===== src/rtl/fetch_ctrl.sv =====
// fetch_ctrl: sequencer for the 8-bit instruction memory / instruction-register path.
//   Load mode writes the program into memory one byte per strobe; run mode walks a
//   program counter through memory and hands each fetched instruction to the decoder
//   over a valid/ready handshake. Supports branch redirects, a halt opcode and an
//   external halt request.
// Ports:
//   clk, rst_n                       clock, asynchronous active-low reset
//   start, halt_req                  run control
//   load_valid/addr/data, load_ready loader write port
//   mem_addr/wdata/we/active         memory request side
//   mem_rdata, mem_rvalid            memory read response
//   instr_out/valid, instr_ready     decoder handshake
//   br_taken, br_target              redirect, sampled with instruction accept
//   pc, busy, halted                 status
module fetch_ctrl #(
   parameter int unsigned       ADDR_W   = 8,
   parameter int unsigned       DATA_W   = 8,
   parameter logic [ADDR_W-1:0] RESET_PC = '0,
   parameter logic [DATA_W-1:0] HALT_OP  = '1
) (
   input  logic              clk,
   input  logic              rst_n,
   input  logic              start,
   input  logic              halt_req,
   input  logic              load_valid,
   input  logic [ADDR_W-1:0] load_addr,
   input  logic [DATA_W-1:0] load_data,
   output logic              load_ready,
   output logic [ADDR_W-1:0] mem_addr,
   output logic [DATA_W-1:0] mem_wdata,
   output logic              mem_we,
   output logic              mem_active,
   input  logic [DATA_W-1:0] mem_rdata,
   input  logic              mem_rvalid,
   output logic [DATA_W-1:0] instr_out,
   output logic              instr_valid,
   input  logic              instr_ready,
   input  logic              br_taken,
   input  logic [ADDR_W-1:0] br_target,
   output logic [ADDR_W-1:0] pc,
   output logic              busy,
   output logic              halted
);

   typedef enum logic [2:0] {
      S_IDLE,
      S_LOAD,
      S_FETCH,
      S_ISSUE,
      S_HALT
   } state_e;

   state_e            state_q, state_d;
   state_e            ret_q, ret_d;        // state LOAD returns to (IDLE or HALT)
   logic [ADDR_W-1:0] pc_q, pc_d;
   logic [ADDR_W-1:0] addr_q, addr_d;
   logic [DATA_W-1:0] wdata_q, wdata_d;
   logic [DATA_W-1:0] instr_q, instr_d;
   logic              ivalid_q, ivalid_d;
   logic              hpend_q, hpend_d;
   logic              we_q, active_q, busy_q, halted_q, lready_q;

   always_comb begin
      state_d  = state_q;
      ret_d    = ret_q;
      pc_d     = pc_q;
      addr_d   = addr_q;
      wdata_d  = wdata_q;
      instr_d  = instr_q;
      ivalid_d = ivalid_q;
      hpend_d  = hpend_q;
      case (state_q)
         S_IDLE, S_HALT: begin
            if (load_valid) begin
               state_d = S_LOAD;
               ret_d   = state_q;
               addr_d  = load_addr;
               wdata_d = load_data;
            end else if (start) begin
               state_d = S_FETCH;
               pc_d    = RESET_PC;
               addr_d  = RESET_PC;
               hpend_d = 1'b0;
            end
         end
         S_LOAD: state_d = ret_q;
         S_FETCH: begin
            if (halt_req) hpend_d = 1'b1;
            if (mem_rvalid) begin
               instr_d = mem_rdata;
               if (mem_rdata == HALT_OP) begin
                  state_d = S_HALT;
               end else begin
                  state_d  = S_ISSUE;
                  ivalid_d = 1'b1;
               end
            end
         end
         S_ISSUE: begin
            if (halt_req) hpend_d = 1'b1;
            if (instr_ready) begin
               ivalid_d = 1'b0;
               pc_d     = br_taken ? br_target : pc_q + 1'b1;
               if (hpend_q || halt_req) begin
                  state_d = S_HALT;
               end else begin
                  state_d = S_FETCH;
                  addr_d  = pc_d;
               end
            end
         end
         default: state_d = S_IDLE;
      endcase
   end

   // Status/strobe outputs are flopped decodes of the next state, so they line up
   // with state_q without any combinational path to the pins.
   always_ff @(posedge clk or negedge rst_n) begin
      if (!rst_n) begin
         state_q  <= S_IDLE;
         ret_q    <= S_IDLE;
         pc_q     <= RESET_PC;
         addr_q   <= '0;
         wdata_q  <= '0;
         instr_q  <= '0;
         ivalid_q <= 1'b0;
         hpend_q  <= 1'b0;
         we_q     <= 1'b0;
         active_q <= 1'b0;
         busy_q   <= 1'b0;
         halted_q <= 1'b0;
         lready_q <= 1'b1;
      end else begin
         state_q  <= state_d;
         ret_q    <= ret_d;
         pc_q     <= pc_d;
         addr_q   <= addr_d;
         wdata_q  <= wdata_d;
         instr_q  <= instr_d;
         ivalid_q <= ivalid_d;
         hpend_q  <= hpend_d;
         we_q     <= (state_d == S_LOAD);
         active_q <= (state_d == S_FETCH);
         busy_q   <= (state_d == S_FETCH) || (state_d == S_ISSUE);
         halted_q <= (state_d == S_HALT) || ((state_d == S_LOAD) && (ret_d == S_HALT));
         lready_q <= (state_d == S_IDLE) || (state_d == S_HALT);
      end
   end

   assign load_ready  = lready_q;
   assign mem_addr    = addr_q;
   assign mem_wdata   = wdata_q;
   assign mem_we      = we_q;
   assign mem_active  = active_q;
   assign instr_out   = instr_q;
   assign instr_valid = ivalid_q;
   assign pc          = pc_q;
   assign busy        = busy_q;
   assign halted      = halted_q;

endmodule


===== config.mk =====
export PLATFORM = sky130hd
export DESIGN_NAME = fetch_ctrl
export DESIGN_NICKNAME = d
export VERILOG_FILES = /design/src/rtl/fetch_ctrl.sv
export SDC_FILE = /design/constraint.sdc
export NUM_CORES = 1
export LEC_CHECK = 0
export ABC_AREA = 1
export BUFFER_PORTS_ARGS = -buffer_cell sky130_fd_sc_hd__buf_2
export CAP_MARGIN = 25
export CORE_MARGIN = 5
export CORE_UTILIZATION = 35
export CTS_BUF_LIST = sky130_fd_sc_hd__clkbuf_4 sky130_fd_sc_hd__clkbuf_8 sky130_fd_sc_hd__clkbuf_16
export CTS_CLUSTER_DIAMETER = 60
export DETAILED_ROUTE_END_ITERATION = 6
export HOLD_SLACK_MARGIN = 0.15
export PLACE_DENSITY = 0.71
export SLEW_MARGIN = 10
export SYNTH_ARGS = -nofsm -noshare
export SYNTH_HDL_FRONTEND = slang
export SYNTH_SLANG_ARGS = --single-unit

===== constraint.sdc =====
create_clock -name clk -period 4 [get_ports clk]
set_input_delay 0.2 -clock clk [delete_from_list [all_inputs] [get_ports clk]]
set_output_delay 0.2 -clock clk [all_outputs]
set_load 0.03 [all_outputs]

; Yosys cells after proc, flatten, opt, wreduce, memory -nomap -nowiden
; Cells that the tools add are included.
[word_totals]
reg_bits = 45
in_bits = 40
elab_cells = 76
[op_classes]
add_sub_neg = 1
n_eq_ne = 18
muxes = 26
n_reduce_logical = 18
[ops]
columns = cell, count
row1 = 2-to-1 mux 8 bit, 7
row2 = case mux 8 bit (2 select lines), 2
row3 = 2-to-1 mux 3 bit, 8
row4 = AND reduction 4 bit, 4
row5 = equality test 3 x 2 -> 1 bit (second input constant), 4
row6 = inequality test 2 bit (second input constant), 6
row7 = case mux 3 bit (4 select lines), 1
row8 = equality test 3 bit (second input constant), 3
row9 = adder 8 x 1 -> 8 bit (second input constant), 1
row10 = equality test 8 bit (second input constant), 1
row11 = equality test 3 x 1 -> 1 bit (second input constant), 2
row12 = zero test 3 bit, 2
row13 = 2-to-1 mux 1 bit, 6
row14 = nonzero test 2 bit, 3
row15 = logical OR 1 bit, 4
row16 = case mux 1 bit (2 select lines), 2
row17 = AND reduction 2 bit, 2
row18 = OR reduction 2 bit, 2
row19 = inequality test 3 bit (second input constant), 1
row20 = inequality test 2 x 1 -> 1 bit (second input constant), 1
row21 = logical AND 1 bit, 1

; Logic depth before layout (Yosys ltp)
; Gate-level depths: netlist of run 1.
[depth]
ltp_word = 7
mapped_depth = 10
mapped_depth_nobuf = 9

; Worst setup path after synthesis of run 1
; Ideal clock, no wire load.
[synth_path]
path_kind = register to register
startpoint = register pc_q[0] (netlist: pc[0])
endpoint = register addr_q[1] (netlist: mem_addr[1])
setup_time_ns = 0.117
arrival_time_ns = 1.379
slack_ns = 2.504
path_stages_with_launch = 7
cell_sequence = dfrtp_1 ha_1 or2_2 o211ai_1 nand2_1 nand2_1 nand2_1
[synth_via]
elab_chain_cells = 5
[synth_lines]
columns = element, line_no
row1 = "start, declared", 55  ; logic [ADDR_W-1:0] pc_q, pc_d;
row2 = "start signal, assigned", 136  ; pc_q <= pc_d;
row3 = adder 8 x 1 -> 8 bit, 103  ; pc_d = br_taken ? br_target : pc_q + 1'b1;
row4 = 2-to-1 mux 8 bit, 103
row5 = 2-to-1 mux 8 bit, 104  ; if (hpend_q || halt_req) begin
row6 = 2-to-1 mux 8 bit, 101  ; if (instr_ready) begin
row7 = case mux 8 bit (2 select lines), 72  ; case (state_q)
row8 = "end signal, assigned", 137  ; addr_q <= addr_d;
row9 = "end, declared", 56  ; logic [ADDR_W-1:0] addr_q, addr_d;
; Every way passes these cells. The select of a mux whose other input is x is not followed.
; A chain may end at the register's enable or synchronous reset.

; Worst setup path after layout of run 1
[layout_path]
startpoint = register state_q[1]
endpoint = register addr_q[5] (netlist: mem_addr[5])
[layout_via]
elab_chain_cells = 4
word_cells_on_any_way = 10
[layout_lines]
columns = element, line_no
row1 = "start, declared", 53  ; state_e state_q, state_d;
row2 = "start signal, assigned", 134  ; state_q <= state_d;
row3 = equality test 3 bit or zero test 3 bit (tied branches), 72
row4 = OR reduction 2 bit, 72
row5 = inequality test 3 bit (no source line) or nonzero test 2 bit (tied branches), -
row6 = AND reduction 4 bit (no source line), -
; Several ways; a longest one is shown, not always the timed one.

==> impl_metrics.ini, run 1 <==
[timing]
hold_viol_final = 0
slew_headroom_pct = 65.42
fin_setup_tns_ps = 0
worstMarginPinSlew_ps = 518.2
rsz0062_at_grt = no
whs_ps = 207.2
min_period_over_period_pct = 42.97
setup_viol = 0
min_period_ps = 1719
finalMaxSlewViolations = 0
skew_ps = 9.651
max_freq_ghz = 0.5818

[synth]
synth-simple-area-share_pct = 37.23
muxShareOfSynthArea_pct = 0
synth_compound_gate_area_share_pct = 4.915
synth-seq-cells = 45
yosysWarningCount = 0
synth-seq-area-share_pct = 50.90
synth-main-ff-cell = dfrtp_1
synth_edf_count = 0
synthTopCellsByCount = nand2_1, dfrtp_1, nor2_1
synth.avg_cell_area_um2 = 7.610
synth.most_common_cell = nand2_1
synth_top_family_by_area = simple AND/OR/NAND/NOR gates
syn-num-nets = 332
synthCells = 291
synth_top_area_share_pct = 49.72
syn_area_mm2 = 0.002215
ys_async_sr_fraction_pct = 100.0
yosys.area_share.xor_xnor_pct = 0.3955
synth_top_area_cell = dfrtp_1
yosysUniqueCellTypes = 29
ys_top_cells_by_area = dfrtp_1, nand2_1, nor2_1
synth_fa_ha_area_share_pct = 0.5650

[finish]
drive_gt1_share_pct = 27.51
num-fill-cells = 632
antenna_cells = 0
syn_to_final_growth_pct = 35.03
fin_nets = 429

[global_routing]
grt_pass1_wl_um = 9197
grt_max_degree = 46
grt_pass1_vias = 2055
overflow = 0
grt_usage_pct = 14.91
antenna_found_initial = 0

[floorplan]
num_io_pins = 78
initial_core_util_pct = 35.49
dieArea_mm2 = 0.008018
die_height_um = 89.55
num_rows = 29
core_area_mm2 = 0.006241
dieWidth_um = 89.55

[power_and_ir_drop]
p_per_area_mw_per_mm2 = 733.3
sequentialPowerShare_pct = 35.3
p_sw_share_pct = 45.74
p_int_mw = 1.190
ir_drop_mv = 0.3400
p_sw_mw = 1.003
clock_power_share_pct = 18.3
comb_power_share_pct = 46.3
cellLeakagePower_nw = 1.660
finalPower_mw = 2.193

[routing]
drc = 0
finalWirelength_um = 5721
wl_per_cell_um = 12.28
firstDrtPassIters = 6
drtIter0Drc = 77
viasPerCell = 4.637
vias = 2161
postRouteAntennaNets = 0

[setup_path]
start_kind = register
cp-endpoint = mem_addr[5]$_DFFE_PN0P_
rr_worst_depth = 7
end_kind = register
reg2reg_from = state_q[1]$_DFF_PN0_
reg2reg_to = mem_addr[5]$_DFFE_PN0P_
cp.required_ps = 4180
crit_start = state_q[1]$_DFF_PN0_
critPathArrivalTime_ps = 1900
crit_type = register to register
crit_fanout = 12
rrSetupSlack_ps = 2280

[cts]
cts_tree = done
clock_latency_ps = 300
clock_sinks = 45
path_clk_slew_ps = 80
post_cts_buffers = 0
htree_num_levels = 2
cts_buffers = 5
cts_root_buffer = clkbuf_8
clockBufferDepth = 2

[run_status]
outcome = finished, final reports clean

[place]
hpwl_um = 4118
io_buffers = 77
gp_congestion = 0.8958

[job]
max-cap-violations = 0

[worst_hold_path]
holdCritPathClass = input port to register
==> cells in the final DEF, fill, tap and decap left out, drive strengths merged, types with 3 or more instances in the layout <==
master,count
nor2,40
a21oi,3
o21ai,11
nand3,15
nand2,131
dlygate4sd3,18
o211ai,3
dfrtp,44
clkbuf,5
inv,24
buf,78
nand4,4
==> repair_timing <==
action | CTS | global route
hold buffers | 18 | 0
gates resized for setup | 0 | 0
endpoints found under the hold margin | 61 | 0
==> sequential cells by signal, indices dropped and copies added, names as in the netlist, 3 cells and up <==
register	cells
pc	8
state_q	3
instr_out	8
mem_wdata	8
mem_addr	8
ret_q	3
==> cells by family (layout without fill, tap and decap cells) <==
kind of cell	after synthesis	in the layout
fa+ha+maj	1	1
simple gates	195	195
buf+inv	30	128
compound gates	19	19
flops	45	45
xor+xnor	1	1
==> worst min-delay path by stage <==
stage	end	depth (start not counted)	from	slack, ps
3_3_place_gp	mem_wdata[2]$_DFFE_PN0P_	3	load_data[2]	390
3_5_place_dp	mem_wdata[7]$_DFFE_PN0P_	3	load_data[7]	410
5_1_grt	mem_addr[3]$_DFFE_PN0P_	5	load_addr[3]	220
2_1_floorplan	busy$_DFF_PN0_	0	rst_n	-100
6_report	mem_addr[3]$_DFFE_PN0P_	5	load_addr[3]	210
4_1_cts	mem_addr[4]$_DFFE_PN0P_	5	load_addr[4]	200
==> stage by stage <==
stage | setup slack, ps | util, % | cell area (um^2) | instances
floorplan | 2504 | - | 2215 | 291
global placement | 2383 | 42.56 | 2656 | 439
detailed placement | 2325 | 42.56 | 2656 | 439
CTS | 2299 | 47.59 | 2970 | 465
global route | 2099 | 47.92 | 2990 | 466
finish | 2281 | 47.92 | 2990 | 466
==> per-layer routing <==
layer,vias up,share of wire [%],GRT usage (%)
li1,1096,-,-
met1,1002,40,17.51
met2,50,52,25.66
met3,13,6.2,4.055
met4,0,2.3,5.954
met5,-,0,0
==> layout make-up <==
cell class	instances	area, um^2	area share [%]
flip-flops and latches	45	1127	37.70
multi-input cells	216	954.7	31.92
repair buffers	96	585.6	19.58
well taps	77	96.34	3.222
inverters	24	92.59	3.096
clock buffers	5	68.82	2.301
clock inverters	3	65.06	2.176
==> worst max-delay path, stage by stage, from the launching register on <==
cell	delay, ps
dfrtp_1	500
nand2_2	100
nor2_2	420
nand2_1	180
nand3_4	190
inv_4	70
nor2_1	90
a21oi_1	50
==> power groups by stage <==
stage               clock network [mW]  registers (mW)  logic [mW]
floorplan                            0            1.07       0.425
global placement                     0           0.778       0.993
detailed placement                   0           0.776        1.01
CTS                              0.408           0.772        1.02
global route                     0.424           0.802        1.12
finish                           0.402           0.775        1.02
Note: power is estimated with default switching activity, not from simulation.
==> run 2, diff against run 1 <==
--- a/config.mk
+++ b/config.mk
@@ -14,7 +14,7 @@
 export CTS_CLUSTER_DIAMETER = 60
 export DETAILED_ROUTE_END_ITERATION = 6
 export HOLD_SLACK_MARGIN = 0.15
-export PLACE_DENSITY = 0.71
+export PLACE_DENSITY = 0.73
 export SLEW_MARGIN = 10
 export SYNTH_ARGS = -nofsm -noshare
 export SYNTH_HDL_FRONTEND = slang
==> constraint.sdc (replaced) <==
create_clock -name clk -period 1.45 [get_ports clk]
set_input_delay 0.0725 -clock clk [delete_from_list [all_inputs] [get_ports clk]]
set_output_delay 0.0725 -clock clk [all_outputs]
set_load 0.03 [all_outputs]
==> impl_metrics.ini, run 2 (synthesis gave the netlist of run 1 again) <==
[routing]
top_layer_used = met5
wl_met3_um = 340
met2RoutedLength_um = 2995
firstDrtPassIters = 4
finalWirelength_um = 5831
drc = 0
postRouteAntennaNets = 0
viasPerCell = 4.522
drtIter0Drc = 102
wl_per_cell_um = 12.17
vias = 2166
wl_met1_um = 2404

[place]
hpwl_um = 4324
io_buffers = 77
gp_congestion = 0.8950
place_ws_ps = 25.67
placed_cell_area_mm2 = 0.002724

[timing]
fin_setup_tns_ps = 0
min_period_over_period_pct = 94.50
finalMaxSlewViolations = 0
max_freq_ghz = 0.7298
skew_ps = 12.68
min_period_ps = 1370
setup_viol = 0
rsz0062_at_grt = yes
slew_headroom_pct = 66.25
worstMarginPinSlew_ps = 506.3
setup_ws_ps = 79.75
hold_viol_final = 0

[cts]
path_clk_slew_ps = 90
clock_latency_ps = 300
htree_num_levels = 2
clock_sinks = 45
cts_tree = done
cts_root_buffer = clkbuf_8
cts_buffers = 5
clockBufferDepth = 2

[setup_path]
critPathArrivalTime_ps = 1590
crit_type = register to register
start_kind = register
cp.required_ps = 1670
end_kind = register
crit_fanout = 8

[global_routing]
grt_max_degree = 26
grt_usage_pct = 15.22
antenna_found_initial = 1
grt_pass1_wl_um = 9522
overflow = 0
grt_pass1_vias = 2115

[worst_hold_path]
holdCritPathClass = input port to register

[floorplan]
dieWidth_um = 89.55
die_height_um = 89.55
initial_core_util_pct = 35.49
dieArea_mm2 = 0.008018
num_io_pins = 78
core_area_mm2 = 0.006241
num_rows = 29

[finish]
fin_nets = 442
antenna_cells = 0
num-fill-cells = 611
layout_common_cells = nand2_1, buf_2, dfrtp_1
drive_gt1_share_pct = 31.59
final_common_cell = nand2_1
stdcell_area_mm2 = 0.003113
syn_to_final_growth_pct = 40.57

[power_and_ir_drop]
p_per_area_mw_per_mm2 = 1910
finalPower_mw = 5.945
ir_drop_mv = 1.062
cellLeakagePower_nw = 1.702

[job]
max-cap-violations = 0

[run_status]
outcome = finished, final reports clean
## run 2: layout make-up
class                      instances  area (um^2)  share of cell area [%]
multi-input combinational        216        998.5                   32.07
timing repair buffer             109        695.7                   22.35
sequential                        45         1134                   36.41
inverter                          24        92.59                   2.974
clock inverter                     2        13.76                  0.4421
tap                               77        96.34                   3.095
clock buffer                       6        82.58                   2.653
## run 2: where the power goes
part / internal [mW] / leakage (nW) / switching, mW
Clock: 0.387 / 0.0512 / 0.432
Sequential: 1.78 / 0.570 / 0.368
Combinational: 0.945 / 1.08 / 2.03
## run 2: layer usage
| layer | global-route usage [%] | vias up |
|---|---|---|
| li1 | - | 1124 |
| met1 | 18.13 | 984 |
| met2 | 27.06 | 45 |
| met3 | 4.147 | 11 |
| met4 | 3.654 | 2 |
| met5 | 0 | - |
## run 2: what timing repair did
item                                    in CTS  in global routing
hold buffers                                23                  0
buffers inserted                             0                  2
endpoints found under the setup margin       0                 27
gates resized for setup                      0                 14
hold endpoints to repair                    67                  0
## run 2: stage by stage
step | util [%] | hold slack [ps] | std cells
after global placement | 43.64 | 70.67 | 446
after global routing | 49.88 | 188.0 | 479
after CTS | 48.88 | 172.8 | 477
after floorplan | - | -223.1 | 291
after detailed placement | 43.64 | 76.43 | 446
final | 49.88 | 165.0 | 479
## run 2: critical path, cell delays in order (launching register included)
cell     delay, ps
dfrtp_2        470
nand2_2         70
nor2_2         170
buf_4          190
inv_2           60
nor2_1          90
nand2_1        100
a21oi_1        140
## run 2: final timing paths
| check | start | end | slack (ps) | cells past startpoint |
|---|---|---|---|---|
| setup / recovery | state_q[1]$_DFF_PN0_ | mem_addr[5]$_DFFE_PN0P_ | 80 | 7 |
| hold / removal | br_target[1] | pc[1]$_DFFE_PN0P_ | 160 | 3 |
| setup reg to reg | state_q[1]$_DFF_PN0_ | mem_addr[5]$_DFFE_PN0P_ | 80 | 7 |
| hold reg to reg | instr_out[6]$_DFFE_PN0P_ | instr_out[6]$_DFFE_PN0P_ | 480 | 2 |
| max in group asynchronous | rst_n | state_q[1]$_DFF_PN0_ | 660 | 3 |
| min in group asynchronous | rst_n | pc[6]$_DFFE_PN0P_ | 260 | 2 |
